$ cat src/rtl/pong_text_pkg.sv
// Shared types and constants for the pong text overlay.
package pong_text_pkg;

  localparam int unsigned FONT_W  = 8;
  localparam int unsigned FONT_H  = 16;
  localparam int unsigned COORD_W = 10;
  localparam int unsigned GEO_W   = 11;
  localparam int unsigned CHAR_W  = 7;
  localparam int unsigned RGB_W   = 3;

  typedef logic [RGB_W-1:0]  rgb_t;
  typedef logic [CHAR_W-1:0] char_t;

  typedef enum logic {
    CLEAR,
    IDLE
  } buf_state_t;

  localparam char_t CHAR_BLANK = 7'h00;

  // Window configuration, captured as pending and promoted to active per frame.
  typedef struct packed {
    logic [COORD_W-1:0] origin_x;
    logic [COORD_W-1:0] origin_y;
    logic [1:0]         scale;
    logic               blink;
  } cfg_t;

endpackage

$ cat src/rtl/pong_text_overlay_if.sv
// Character write / clear bus between game logic and one overlay instance.
interface pong_text_overlay_if #(
  parameter int unsigned ADDR_W = 6
);
  import pong_text_pkg::*;

  logic              wr_valid;
  logic              wr_ready;
  logic [ADDR_W-1:0] wr_addr;
  char_t             wr_char;
  logic              clr;

  modport master (
    output wr_valid, wr_addr, wr_char, clr,
    input  wr_ready
  );

  modport slave (
    input  wr_valid, wr_addr, wr_char, clr,
    output wr_ready
  );

endinterface

$ cat src/rtl/text_char_buffer.sv
// Simple dual-port character RAM: one sync write port, one registered read port.
// A same-address read and write in one cycle returns the old contents.
module text_char_buffer import pong_text_pkg::*; #(
  parameter int unsigned DEPTH  = 64,
  parameter int unsigned ADDR_W = 6
) (
  input  logic              clk,
  input  logic              rst_n,
  input  logic              i_we,
  input  logic [ADDR_W-1:0] i_waddr,
  input  char_t             i_wdata,
  input  logic [ADDR_W-1:0] i_raddr,
  output char_t             o_rdata
);

  char_t r_mem [DEPTH];

  // Write port; storage itself is not reset, the owner clears it.
  always_ff @(posedge clk) begin
    if (i_we) begin
      r_mem[i_waddr] <= i_wdata;
    end
  end

  // Read port, registered.
  always_ff @(posedge clk or negedge rst_n) begin
    if (!rst_n) begin
      o_rdata <= CHAR_BLANK;
    end else begin
      o_rdata <= r_mem[i_raddr];
    end
  end

endmodule

$ cat src/rtl/pong_text_overlay.sv
// Text window overlay: character buffer, frame-synced config, blink and a
// 3-stage pixel pipeline driving an external synchronous font ROM.
module pong_text_overlay import pong_text_pkg::*; #(
  parameter int unsigned COLS         = 16,
  parameter int unsigned ROWS         = 4,
  parameter rgb_t        FG_RGB       = 3'b001,
  parameter rgb_t        BG_RGB       = 3'b110,
  parameter int unsigned BLINK_FRAMES = 30
) (
  input  logic                 clk,
  input  logic                 rst_n,
  input  logic [COORD_W-1:0]   pixel_x,
  input  logic [COORD_W-1:0]   pixel_y,
  input  logic                 frame_start,
  input  logic                 cfg_we,
  input  logic [COORD_W-1:0]   cfg_origin_x,
  input  logic [COORD_W-1:0]   cfg_origin_y,
  input  logic [1:0]           cfg_scale,
  input  logic                 cfg_blink,
  pong_text_overlay_if.slave   wr_bus,
  output logic [10:0]          font_addr,
  input  logic [FONT_W-1:0]    font_data,
  output logic                 text_on,
  output rgb_t                 text_rgb
);

  localparam int unsigned DEPTH   = COLS * ROWS;
  localparam int unsigned ADDR_W  = (DEPTH > 1) ? $clog2(DEPTH) : 1;
  localparam int unsigned CX_SH   = $clog2(FONT_W);
  localparam int unsigned CY_SH   = $clog2(FONT_H);
  localparam int unsigned LIM_W   = 12;
  localparam int unsigned LIN_W   = 16;
  localparam int unsigned BLINK_W = (BLINK_FRAMES > 1) ? $clog2(BLINK_FRAMES) : 1;
  localparam int unsigned BIT_MSB = FONT_W - 1;

  // ---------------- buffer fill / clear FSM ----------------
  buf_state_t        r_state, w_state_nxt;
  logic [ADDR_W-1:0] r_ptr, w_ptr_nxt;
  logic              w_ram_we;
  logic [ADDR_W-1:0] w_ram_waddr;
  char_t             w_ram_wdata;
  logic              w_addr_ok;
  logic [ADDR_W-1:0] w_raddr;
  char_t             w_rchar;

  assign w_addr_ok      = (ADDR_W+1)'(wr_bus.wr_addr) < (ADDR_W+1)'(DEPTH);
  assign wr_bus.wr_ready = (r_state == IDLE);

  // State register: reset always starts a fresh clear from entry 0.
  always_ff @(posedge clk or negedge rst_n) begin
    if (!rst_n) begin
      r_state <= CLEAR;
      r_ptr   <= '0;
    end else begin
      r_state <= w_state_nxt;
      r_ptr   <= w_ptr_nxt;
    end
  end

  // Next state and RAM write port selection.
  always_comb begin
    w_state_nxt = r_state;
    w_ptr_nxt   = r_ptr;
    w_ram_we    = 1'b0;
    w_ram_waddr = r_ptr;
    w_ram_wdata = CHAR_BLANK;
    unique case (r_state)
      CLEAR: begin
        w_ram_we = 1'b1;
        if (wr_bus.clr) begin
          w_ptr_nxt = '0;
        end else if (r_ptr == ADDR_W'(DEPTH - 1)) begin
          w_state_nxt = IDLE;
          w_ptr_nxt   = '0;
        end else begin
          w_ptr_nxt = r_ptr + ADDR_W'(1);
        end
      end
      IDLE: begin
        // Out-of-range addresses are accepted but never reach the RAM.
        if (wr_bus.wr_valid && w_addr_ok) begin
          w_ram_we    = 1'b1;
          w_ram_waddr = wr_bus.wr_addr;
          w_ram_wdata = wr_bus.wr_char;
        end
        if (wr_bus.clr) begin
          w_state_nxt = CLEAR;
          w_ptr_nxt   = '0;
        end
      end
    endcase
  end

  text_char_buffer #(
    .DEPTH  (DEPTH),
    .ADDR_W (ADDR_W)
  ) u_buf (
    .clk     (clk),
    .rst_n   (rst_n),
    .i_we    (w_ram_we),
    .i_waddr (w_ram_waddr),
    .i_wdata (w_ram_wdata),
    .i_raddr (w_raddr),
    .o_rdata (w_rchar)
  );

  // ---------------- configuration and blink ----------------
  cfg_t               w_cfg_in, r_cfg_pend, r_cfg_act;
  logic [BLINK_W-1:0] r_blink_cnt;
  logic               r_phase;

  assign w_cfg_in = '{origin_x: cfg_origin_x, origin_y: cfg_origin_y,
                      scale: cfg_scale, blink: cfg_blink};

  // Pending config on cfg_we; promoted to active at frame start.
  always_ff @(posedge clk or negedge rst_n) begin
    if (!rst_n) begin
      r_cfg_pend <= '0;
      r_cfg_act  <= '0;
    end else begin
      if (cfg_we) begin
        r_cfg_pend <= w_cfg_in;
      end
      if (frame_start) begin
        r_cfg_act <= cfg_we ? w_cfg_in : r_cfg_pend;
      end
    end
  end

  // Frame counter toggling the blink phase every BLINK_FRAMES frames.
  always_ff @(posedge clk or negedge rst_n) begin
    if (!rst_n) begin
      r_blink_cnt <= '0;
      r_phase     <= 1'b0;
    end else if (frame_start) begin
      if (r_blink_cnt == BLINK_W'(BLINK_FRAMES - 1)) begin
        r_blink_cnt <= '0;
        r_phase     <= ~r_phase;
      end else begin
        r_blink_cnt <= r_blink_cnt + BLINK_W'(1);
      end
    end
  end

  // ---------------- stage 0: geometry ----------------
  logic signed [GEO_W-1:0] w_dx, w_dy;
  logic [3:0]              w_xsh, w_ysh;
  logic [LIM_W-1:0]        w_xlim, w_ylim;
  logic                    w_in_box, w_hidden;
  logic [COORD_W-1:0]      w_col, w_row;
  logic [3:0]              w_font_row;
  logic [2:0]              w_bit;

  assign w_dx   = $signed({1'b0, pixel_x}) - $signed({1'b0, r_cfg_act.origin_x});
  assign w_dy   = $signed({1'b0, pixel_y}) - $signed({1'b0, r_cfg_act.origin_y});
  assign w_xsh  = 4'(CX_SH) + 4'(r_cfg_act.scale);
  assign w_ysh  = 4'(CY_SH) + 4'(r_cfg_act.scale);
  assign w_xlim = LIM_W'(COLS) << w_xsh;
  assign w_ylim = LIM_W'(ROWS) << w_ysh;

  assign w_in_box = !w_dx[GEO_W-1] && !w_dy[GEO_W-1]
                    && (LIM_W'(w_dx[GEO_W-2:0]) < w_xlim)
                    && (LIM_W'(w_dy[GEO_W-2:0]) < w_ylim);

  assign w_col      = w_dx[GEO_W-2:0] >> w_xsh;
  assign w_row      = w_dy[GEO_W-2:0] >> w_ysh;
  assign w_font_row = 4'(w_dy[GEO_W-2:0] >> r_cfg_act.scale);
  assign w_bit      = 3'(w_dx[GEO_W-2:0] >> r_cfg_act.scale);
  assign w_hidden   = r_cfg_act.blink && r_phase;
  assign w_raddr    = w_in_box
                      ? ADDR_W'(LIN_W'(w_row) * LIN_W'(COLS) + LIN_W'(w_col))
                      : '0;

  // ---------------- stages 1..3 ----------------
  logic [3:0] r1_font_row;
  logic [2:0] r1_bit, r2_bit;
  logic       r1_in_box, r2_in_box;
  logic       r1_hidden, r2_hidden;
  logic       w_on, w_glyph;

  assign font_addr = {w_rchar, r1_font_row};
  assign w_on      = r2_in_box && !r2_hidden;
  assign w_glyph   = font_data[3'(BIT_MSB) - r2_bit];

  // Delay pixel attributes alongside the char read and the font ROM read.
  always_ff @(posedge clk or negedge rst_n) begin
    if (!rst_n) begin
      r1_font_row <= '0;
      r1_bit      <= '0;
      r1_in_box   <= 1'b0;
      r1_hidden   <= 1'b0;
      r2_bit      <= '0;
      r2_in_box   <= 1'b0;
      r2_hidden   <= 1'b0;
    end else begin
      r1_font_row <= w_font_row;
      r1_bit      <= w_bit;
      r1_in_box   <= w_in_box;
      r1_hidden   <= w_hidden;
      r2_bit      <= r1_bit;
      r2_in_box   <= r1_in_box;
      r2_hidden   <= r1_hidden;
    end
  end

  // Output register: colour per glyph bit inside a visible window.
  always_ff @(posedge clk or negedge rst_n) begin
    if (!rst_n) begin
      text_on  <= 1'b0;
      text_rgb <= BG_RGB;
    end else begin
      text_on  <= w_on;
      text_rgb <= (w_on && w_glyph) ? FG_RGB : BG_RGB;
    end
  end

endmodule

$ cat src/flat_wrapper.sv
// flat-port wrapper written by rule: the top's interface ports become plain ports
module pong_text_overlay_flat import pong_text_pkg::*;
#(
  parameter int unsigned COLS         = 16,
  parameter int unsigned ROWS         = 4,
  parameter rgb_t        FG_RGB       = 3'b001,
  parameter rgb_t        BG_RGB       = 3'b110,
  parameter int unsigned BLINK_FRAMES = 30
)
  (clk, rst_n, pixel_x, pixel_y, frame_start, cfg_we, cfg_origin_x, cfg_origin_y, cfg_scale, cfg_blink, font_addr, font_data, text_on, text_rgb, wr_bus_wr_valid, wr_bus_wr_addr, wr_bus_wr_char, wr_bus_clr, wr_bus_wr_ready);
  pong_text_overlay_if #(.ADDR_W(6)) wr_bus_i ();
  input  logic clk;
  input  logic rst_n;
  input  logic [COORD_W-1:0] pixel_x;
  input  logic [COORD_W-1:0] pixel_y;
  input  logic frame_start;
  input  logic cfg_we;
  input  logic [COORD_W-1:0] cfg_origin_x;
  input  logic [COORD_W-1:0] cfg_origin_y;
  input  logic [1:0] cfg_scale;
  input  logic cfg_blink;
  output logic [10:0] font_addr;
  input  logic [FONT_W-1:0] font_data;
  output logic text_on;
  output rgb_t text_rgb;
  input wire logic [$bits(wr_bus_i.wr_valid)-1:0] wr_bus_wr_valid;
  input wire logic [$bits(wr_bus_i.wr_addr)-1:0] wr_bus_wr_addr;
  input wire logic [$bits(wr_bus_i.wr_char)-1:0] wr_bus_wr_char;
  input wire logic [$bits(wr_bus_i.clr)-1:0] wr_bus_clr;
  output wire logic [$bits(wr_bus_i.wr_ready)-1:0] wr_bus_wr_ready;
  assign wr_bus_i.wr_valid = wr_bus_wr_valid;
  assign wr_bus_i.wr_addr = wr_bus_wr_addr;
  assign wr_bus_i.wr_char = wr_bus_wr_char;
  assign wr_bus_i.clr = wr_bus_clr;
  assign wr_bus_wr_ready = wr_bus_i.wr_ready;
  pong_text_overlay #(.COLS(COLS), .ROWS(ROWS), .FG_RGB(FG_RGB), .BG_RGB(BG_RGB), .BLINK_FRAMES(BLINK_FRAMES)) u_core (.clk(clk), .rst_n(rst_n), .pixel_x(pixel_x), .pixel_y(pixel_y), .frame_start(frame_start), .cfg_we(cfg_we), .cfg_origin_x(cfg_origin_x), .cfg_origin_y(cfg_origin_y), .cfg_scale(cfg_scale), .cfg_blink(cfg_blink), .wr_bus(wr_bus_i), .font_addr(font_addr), .font_data(font_data), .text_on(text_on), .text_rgb(text_rgb));
endmodule
$ cat config.mk
export PLATFORM = sky130hd
export DESIGN_NAME = pong_text_overlay_flat
export DESIGN_NICKNAME = d
export VERILOG_FILES = /design/src/rtl/pong_text_pkg.sv /design/src/rtl/pong_text_overlay_if.sv /design/src/rtl/text_char_buffer.sv /design/src/rtl/pong_text_overlay.sv /design/src/flat_wrapper.sv
export SDC_FILE = /design/constraint.sdc
export NUM_CORES = 1
export LEC_CHECK = 0
export BUFFER_PORTS_ARGS = -buffer_cell sky130_fd_sc_hd__buf_2
export CAP_MARGIN = 15
export CORE_MARGIN = 2
export CORE_UTILIZATION = 25
export DETAILED_ROUTE_END_ITERATION = 8
export SYNTH_ARGS = -nofsm -noshare
export SYNTH_HDL_FRONTEND = slang
export SYNTH_HIERARCHICAL = 1
export SYNTH_SLANG_ARGS = --single-unit
$ cat constraint.sdc
create_clock -name clk -period 13.1 [get_ports clk]
set_clock_uncertainty 0.05 [all_clocks]
set_input_delay 1.31 -clock clk [delete_from_list [all_inputs] [get_ports clk]]
set_output_delay 1.31 -clock clk [all_outputs]
set_load 0.005 [all_outputs]
Word level (Yosys, flattened, before mapping):

Memories as Yosys holds them, arrays and structs flattened. A register that Yosys moved wholly into a read port is not among the register bits.
Cells that the tools add are included.

* memory bits (writable): 448
* input port bits: 70
* flip-flop bits (word level): 77
* memories kept: 1

Memories
* u_core.u_buf.r_mem: depth 64, bits a word 7, read ports 1, clocked after Yosys merged registers in 1, wr ports 1, RTL line text_char_buffer.sv:16 `char_t r_mem [DEPTH];`

* $add $sub $neg: 8
* mux-type cells: 22
* shift operators: 6
* bitwise operators: 2
* order comparisons: 3
* reductions and logical operators: 11
* equal/unequal tests: 3

Operators with widths (count)
* two-way mux 6 bit: 6
* less-than comparator 10 x 12 -> 1 bit: 2
* two-way mux 23 bit: 1
* subtractor 10 x 10 -> 11 bit: 2
* two-way mux 7 bit: 2
* one-hot mux 6 bit (2 select lines): 1
* left shift 3 x 4 -> 12 bit (first input constant): 1
* left shift 5 x 4 -> 12 bit (first input constant): 1
* >> shifter 10 x 2 -> 3 bit: 1
* >> shifter 10 x 2 -> 4 bit: 1
* >> shifter 10 x 4 -> 2 bit: 1
* >> shifter 10 x 4 -> 6 bit: 1
* two-way mux 1 bit: 7
* adder 6 x 1 -> 6 bit (second input constant): 1
* adder 6 bit: 1
* == test 6 bit (second input constant): 1
* logical AND 1 bit: 6
* adder 5 x 1 -> 5 bit (second input constant): 1
* == test 5 bit (second input constant): 1
* two-way mux 5 bit: 1
* adder 3 x 2 -> 4 bit (first input constant): 1
* zero test 1 bit: 4
* less-than comparator 3 x 4 -> 1 bit (second input constant): 1
* one-hot mux 1 bit (2 select lines): 2
* other kinds (7): 8

Longest topological paths before layout:

* depth in word-level cells: 6
* gate-level depth with buffers: 25
* gate-level depth less buffers: 22

By module:

Netlist, hierarchy kept.

Modules (own cells, without submodules)
* text_char_buffer: times used 1, area each 17738.3 µm², cells each 861
* pong_text_overlay: times used 1, area each 4491.8 µm², cells each 448

Worst setup path after synthesis:

No wires, ideal clock.

* kind: input to register
* start point: in pixel_y[1]
* end point: reg u_core.u_buf.o_rdata[1] (read register of u_core.u_buf.r_mem)
* setup slack: 7.441 ns
* buffers on the path: 3
* data arrival time: 5.488 ns
* stages on the path: 21
* library setup time: 0.121 ns
* required time: 12.929 ns
* cells stage by stage: ha_1 > nor2b_1 > o31a_1 > o21ai_1 > a21oi_1 > a21o_1 > a21oi_1 > xnor2_1 > ha_1 > a2111oi_0 > nand3_1 > a31oi_1 > o311ai_2 > a211oi_1 > buf_6 > buf_6 > buf_6 > mux4_2 > o221ai_1 > o21ai_1 > a22o_1

* longest elaborated chain between the ends: 6
* elaborated cells between the ends (all ways): 9

RTL lines
* from (decl): RTL line flat_wrapper.sv:15 `input logic [COORD_W-1:0] pixel_y;`
* subtractor 10 x 10 -> 11 bit (*): RTL line pong_text_overlay.sv:155 `assign w_dy = $signed({1'b0, pixel_y}) - $signed({1'b0, r_cfg_act.origin_y});`
* parallel branches: the longest is 3 deep, another holds less-than comparator 10 x 12 -> 1 bit
* logical AND 1 bit (*): RTL line pong_text_overlay.sv:163 `&& (LIM_W'(w_dy[GEO_W-2:0]) < w_ylim);`
* two-way mux 6 bit (*): RTL line pong_text_overlay.sv:171 `? ADDR_W'(LIN_W'(w_row) * LIN_W'(COLS) + LIN_W'(w_col))`
* via u_core.w_raddr[0]: RTL line pong_text_overlay.sv:43 `logic [ADDR_W-1:0] w_raddr;`
* to (decl): RTL line text_char_buffer.sv:13 `output char_t o_rdata`

Mark *: on every way through the listed nets, which the timed path passes.
A chain may end at the register's enable or synchronous reset.

Worst setup path after layout:

* start point: in pixel_y[0]
* end point: reg u_core.u_buf.o_rdata[3] (read register of u_core.u_buf.r_mem)

The elaborated chain is that of the path after synthesis.

==> key figures <==
Run status
  – Outcome: complete, no violations

Route
  – Vias per inst: 4.63
  – Mean routed wirelength per cell: 20.1 µm
  – Post-Route WL: 52300 µm
  – # DRC: 0
  – Antenna viol nets, final: 0
  – DR vias: 12.0k
  – Drt first pass iters: 5
  – DR iter-0 viols: 1276

GRT
  – Vias in the first global route: 12.3k
  – Grt total ovfl: 0
  – Global-route wire length before repair: 77800 µm
  – Largest net degree at the start of global routing: 125
  – Initial antenna violation count: 3
  – GRT Total Usage: 0.112

STA
  – RSZ-0062 raised after global routing: no
  – Hold Vio Cnt, Final: 0
  – Worst Max-Slew Pin Slew: 1170 ps
  – Final setup TNS: 0 ps
  – Pins Over Slew Limit: 0
  – Final worst-path cycle share: 0.513
  – Max frequency: 0.149 GHz
  – Fin Hold WS: 298 ps
  – Slew Limit Headroom: 0.212
  – Final WS setup: 6380 ps
  – # setup viols final: 0
  – Post-route minimum period: 6720 ps

Floorplan
  – Placeable Area: 88200 µm²
  – FP Rows: 109
  – Starting density of the core: 0.252
  – Die footprint: 91300 µm²
  – DIE HEIGHT: 302 µm
  – Ports: 86
  – Die Wd: 302 µm

Cells and area
  – Final Non-Filler Cells: 2603
  – Layout area overhead: 15.9%
  – Layout cells sized above 1: 0.250
  – Design Area, Final: 25800 µm²
  – Diode count: 0
  – Fin nets: 1501
  – Final Core Density: 0.292
  – Commonest non-fill, non-tap cell in the layout: edfxtp_1
  – Most frequent cells in the layout: edfxtp_1, mux4_2, nor2_1, buf_2, dfrtp_1

Logic synthesis
  – Most used DFF post-synth: edfxtp_1
  – Synth cell types: 62
  – FFs w/ async S/R, synth: 0.156
  – Number of synthesized flops with an enable pin: 448
  – Yosys reg bits: 531
  – Cell area after synthesis: 22200 µm²
  – Syn Area/Cell: 17.0 µm²
  – Sequential fraction of the synthesis area: 0.699
  – Post-synthesis cell count: 1309
  – Yosys warns: 6

Place
  – DP Cell Count: 2506
  – Post-Place Worst Slack: 5800 ps
  – # port buffers: 85
  – Final Wtd Congestion: 0.823
  – HPWL Detailed: 33000 µm
  – Post-DP Area: 23900 µm²

Clocking
  – CTS H-tree depth: 2
  – Root Driver: clkbuf_16
  – Post-CTS Resized: 0
  – CTS max path bufs: 3
  – CTS clk-pin slew, worst paths: 60 ps
  – CTS tree: done
  – Post CTS Setup Buffer Count: 0
  – Post-CTS Hold Buffers: 0
  – Clk sink count: 531
  – Worst skew pair latency: 600 ps
  – CTS buffer count: 51

Pwr
  – Leakage: 9.45 nW
  – Total Power: 3.91 mW
  – Power per cell area: 152 nW/µm²
  – Peak VDD IR: 0.0922 mV

Worst setup path
  – Endpoint class of the critical path: flop
  – CP cell instances: buf_2, inv_1, ha_1, inv_1, fa_1, a211oi_2, o21ai_2, a211oi_2, o21bai_1, xor2_1, ha_1, a2111oi_0, nand3_1, a31oi_1, o311ai_2, a21o_1, a21oi_4, buf_4, buf_4, mux4_2, mux2_2, o21ai_0, a21oi_1, a22o_1
  – WP data required: 13540 ps
  – CP Class: in -> reg
  – Buf/Inv on CP: 5
  – CP top delay family: compound AO/OA/AOI/OAI gates
  – CP Max Fanout: 54
  – CP max-delay cell: buf_4
  – CP Data Arrival Time: 7160 ps
  – Crit-path max cell delay: 710 ps
  – Crit path depth: 24
  – Crit start category: input pin
  – FF-to-FF path depth: 23

Min path
  – Hold Path Cell Cnt: 0
  – HP Class: reg -> reg

Job
  – Max-Cap Viols: 0
## state kept, by name (all words and copies together) (netlist names), 2 cells and up
| signal | cells |
|---|---|
| u_core/u_buf/o_rdata | 7 |
| u_core/r_cfg_act | 23 |
| u_core/r_cfg_pend | 23 |
| u_core/r_blink_cnt | 5 |
| u_core/r_ptr | 6 |
| u_core/text_rgb | 2 |
| u_core/r2_bit | 3 |
| u_core/r1_bit | 3 |
| u_core/u_buf/r_mem | 448 |
| u_core/r1_font_row | 4 |
## path summary, 6_finish.rpt
check,from,end,slack (ps)
min in group asynchronous,rst_n,u_core/r_cfg_act[8],520
hold / removal,u_core/r1_bit[2],u_core/r2_bit[2],300
setup reg to reg,u_core/r_cfg_act[4],u_core/u_buf/o_rdata[3],6790
setup / recovery,pixel_y[0],u_core/u_buf/o_rdata[3],6380
max in group asynchronous,rst_n,u_core/r_blink_cnt[2],11320
hold reg to reg,u_core/r1_bit[2],u_core/r2_bit[2],300
## worst reg2reg max path: cells and delay by family (launching register included)
family	cells	cell delay, ps
AOI/OAI and AO/OA	13	2720
muxes	2	800
adders and majority gates	2	500
xor gates and xnor gates	1	140
and+or+nand+nor	2	290
DFF	1	360
buffers and inverters	3	1350
## cells by family after synthesis
group / Yosys count / share of synthesized area
compound gates: 165 / 0.0503
xor+xnor: 17 / 0.00670
fa+ha+maj: 36 / 0.0209
buf+inv: 99 / 0.0212
flops: 531 / 0.699
mux: 176 / 0.143
other cells: 1 / 0.000169
simple gates: 284 / 0.0594
## layout make-up
cell class	count	area (µm²)
clock inverter	32	470
fill	8608	62500
tap	1165	1460
sequential	531	15500
multi-input combinational	681	6280
clock buffer	64	1360
inverter	32	120
timing repair buffer	98	551
## power breakdown
part	switching, mW	total, mW	internal, mW
registers	0.0484	1.91	1.86
logic	0.234	0.404	0.170
clock network	0.649	1.59	0.942
## cell usage after synthesis (5+ instances only)
library cell / number / area share
a211oi_1: 14 / 0.0047
a21oi_1: 27 / 0.0061
a31oi_1: 5 / 0.0014
a41oi_1: 6 / 0.0024
and3_1: 8 / 0.0023
buf_2: 13 / 0.0029
buf_4: 8 / 0.0027
buf_6: 7 / 0.0035
clkbuf_1: 36 / 0.0061
dfrtp_1: 82 / 0.092
edfxtp_1: 448 / 0.61
ha_1: 34 / 0.019
inv_1: 31 / 0.0052
mux2_2: 46 / 0.023
mux2i_1: 21 / 0.0095
mux4_2: 108 / 0.11
nand2_1: 70 / 0.012
nand2b_1: 25 / 0.0070
nand3_1: 26 / 0.0059
nor2_1: 105 / 0.018
nor2b_1: 21 / 0.0059
nor3_1: 7 / 0.0016
o211ai_1: 11 / 0.0037
o21a_1: 8 / 0.0027
o21ai_0: 40 / 0.0090
o21ai_1: 7 / 0.0016
o221ai_1: 10 / 0.0039
o22ai_1: 10 / 0.0028
xnor2_1: 14 / 0.0055
## routing by layer
layer  up-vias  share of wire  track usage
met1      6238           0.43        0.150
met2       429           0.48        0.188
met3        90          0.062       0.0196
met4         0          0.026       0.0326
li1       5290              -            -
met5         -              0            0
Power figures use the tool's default switching activity.
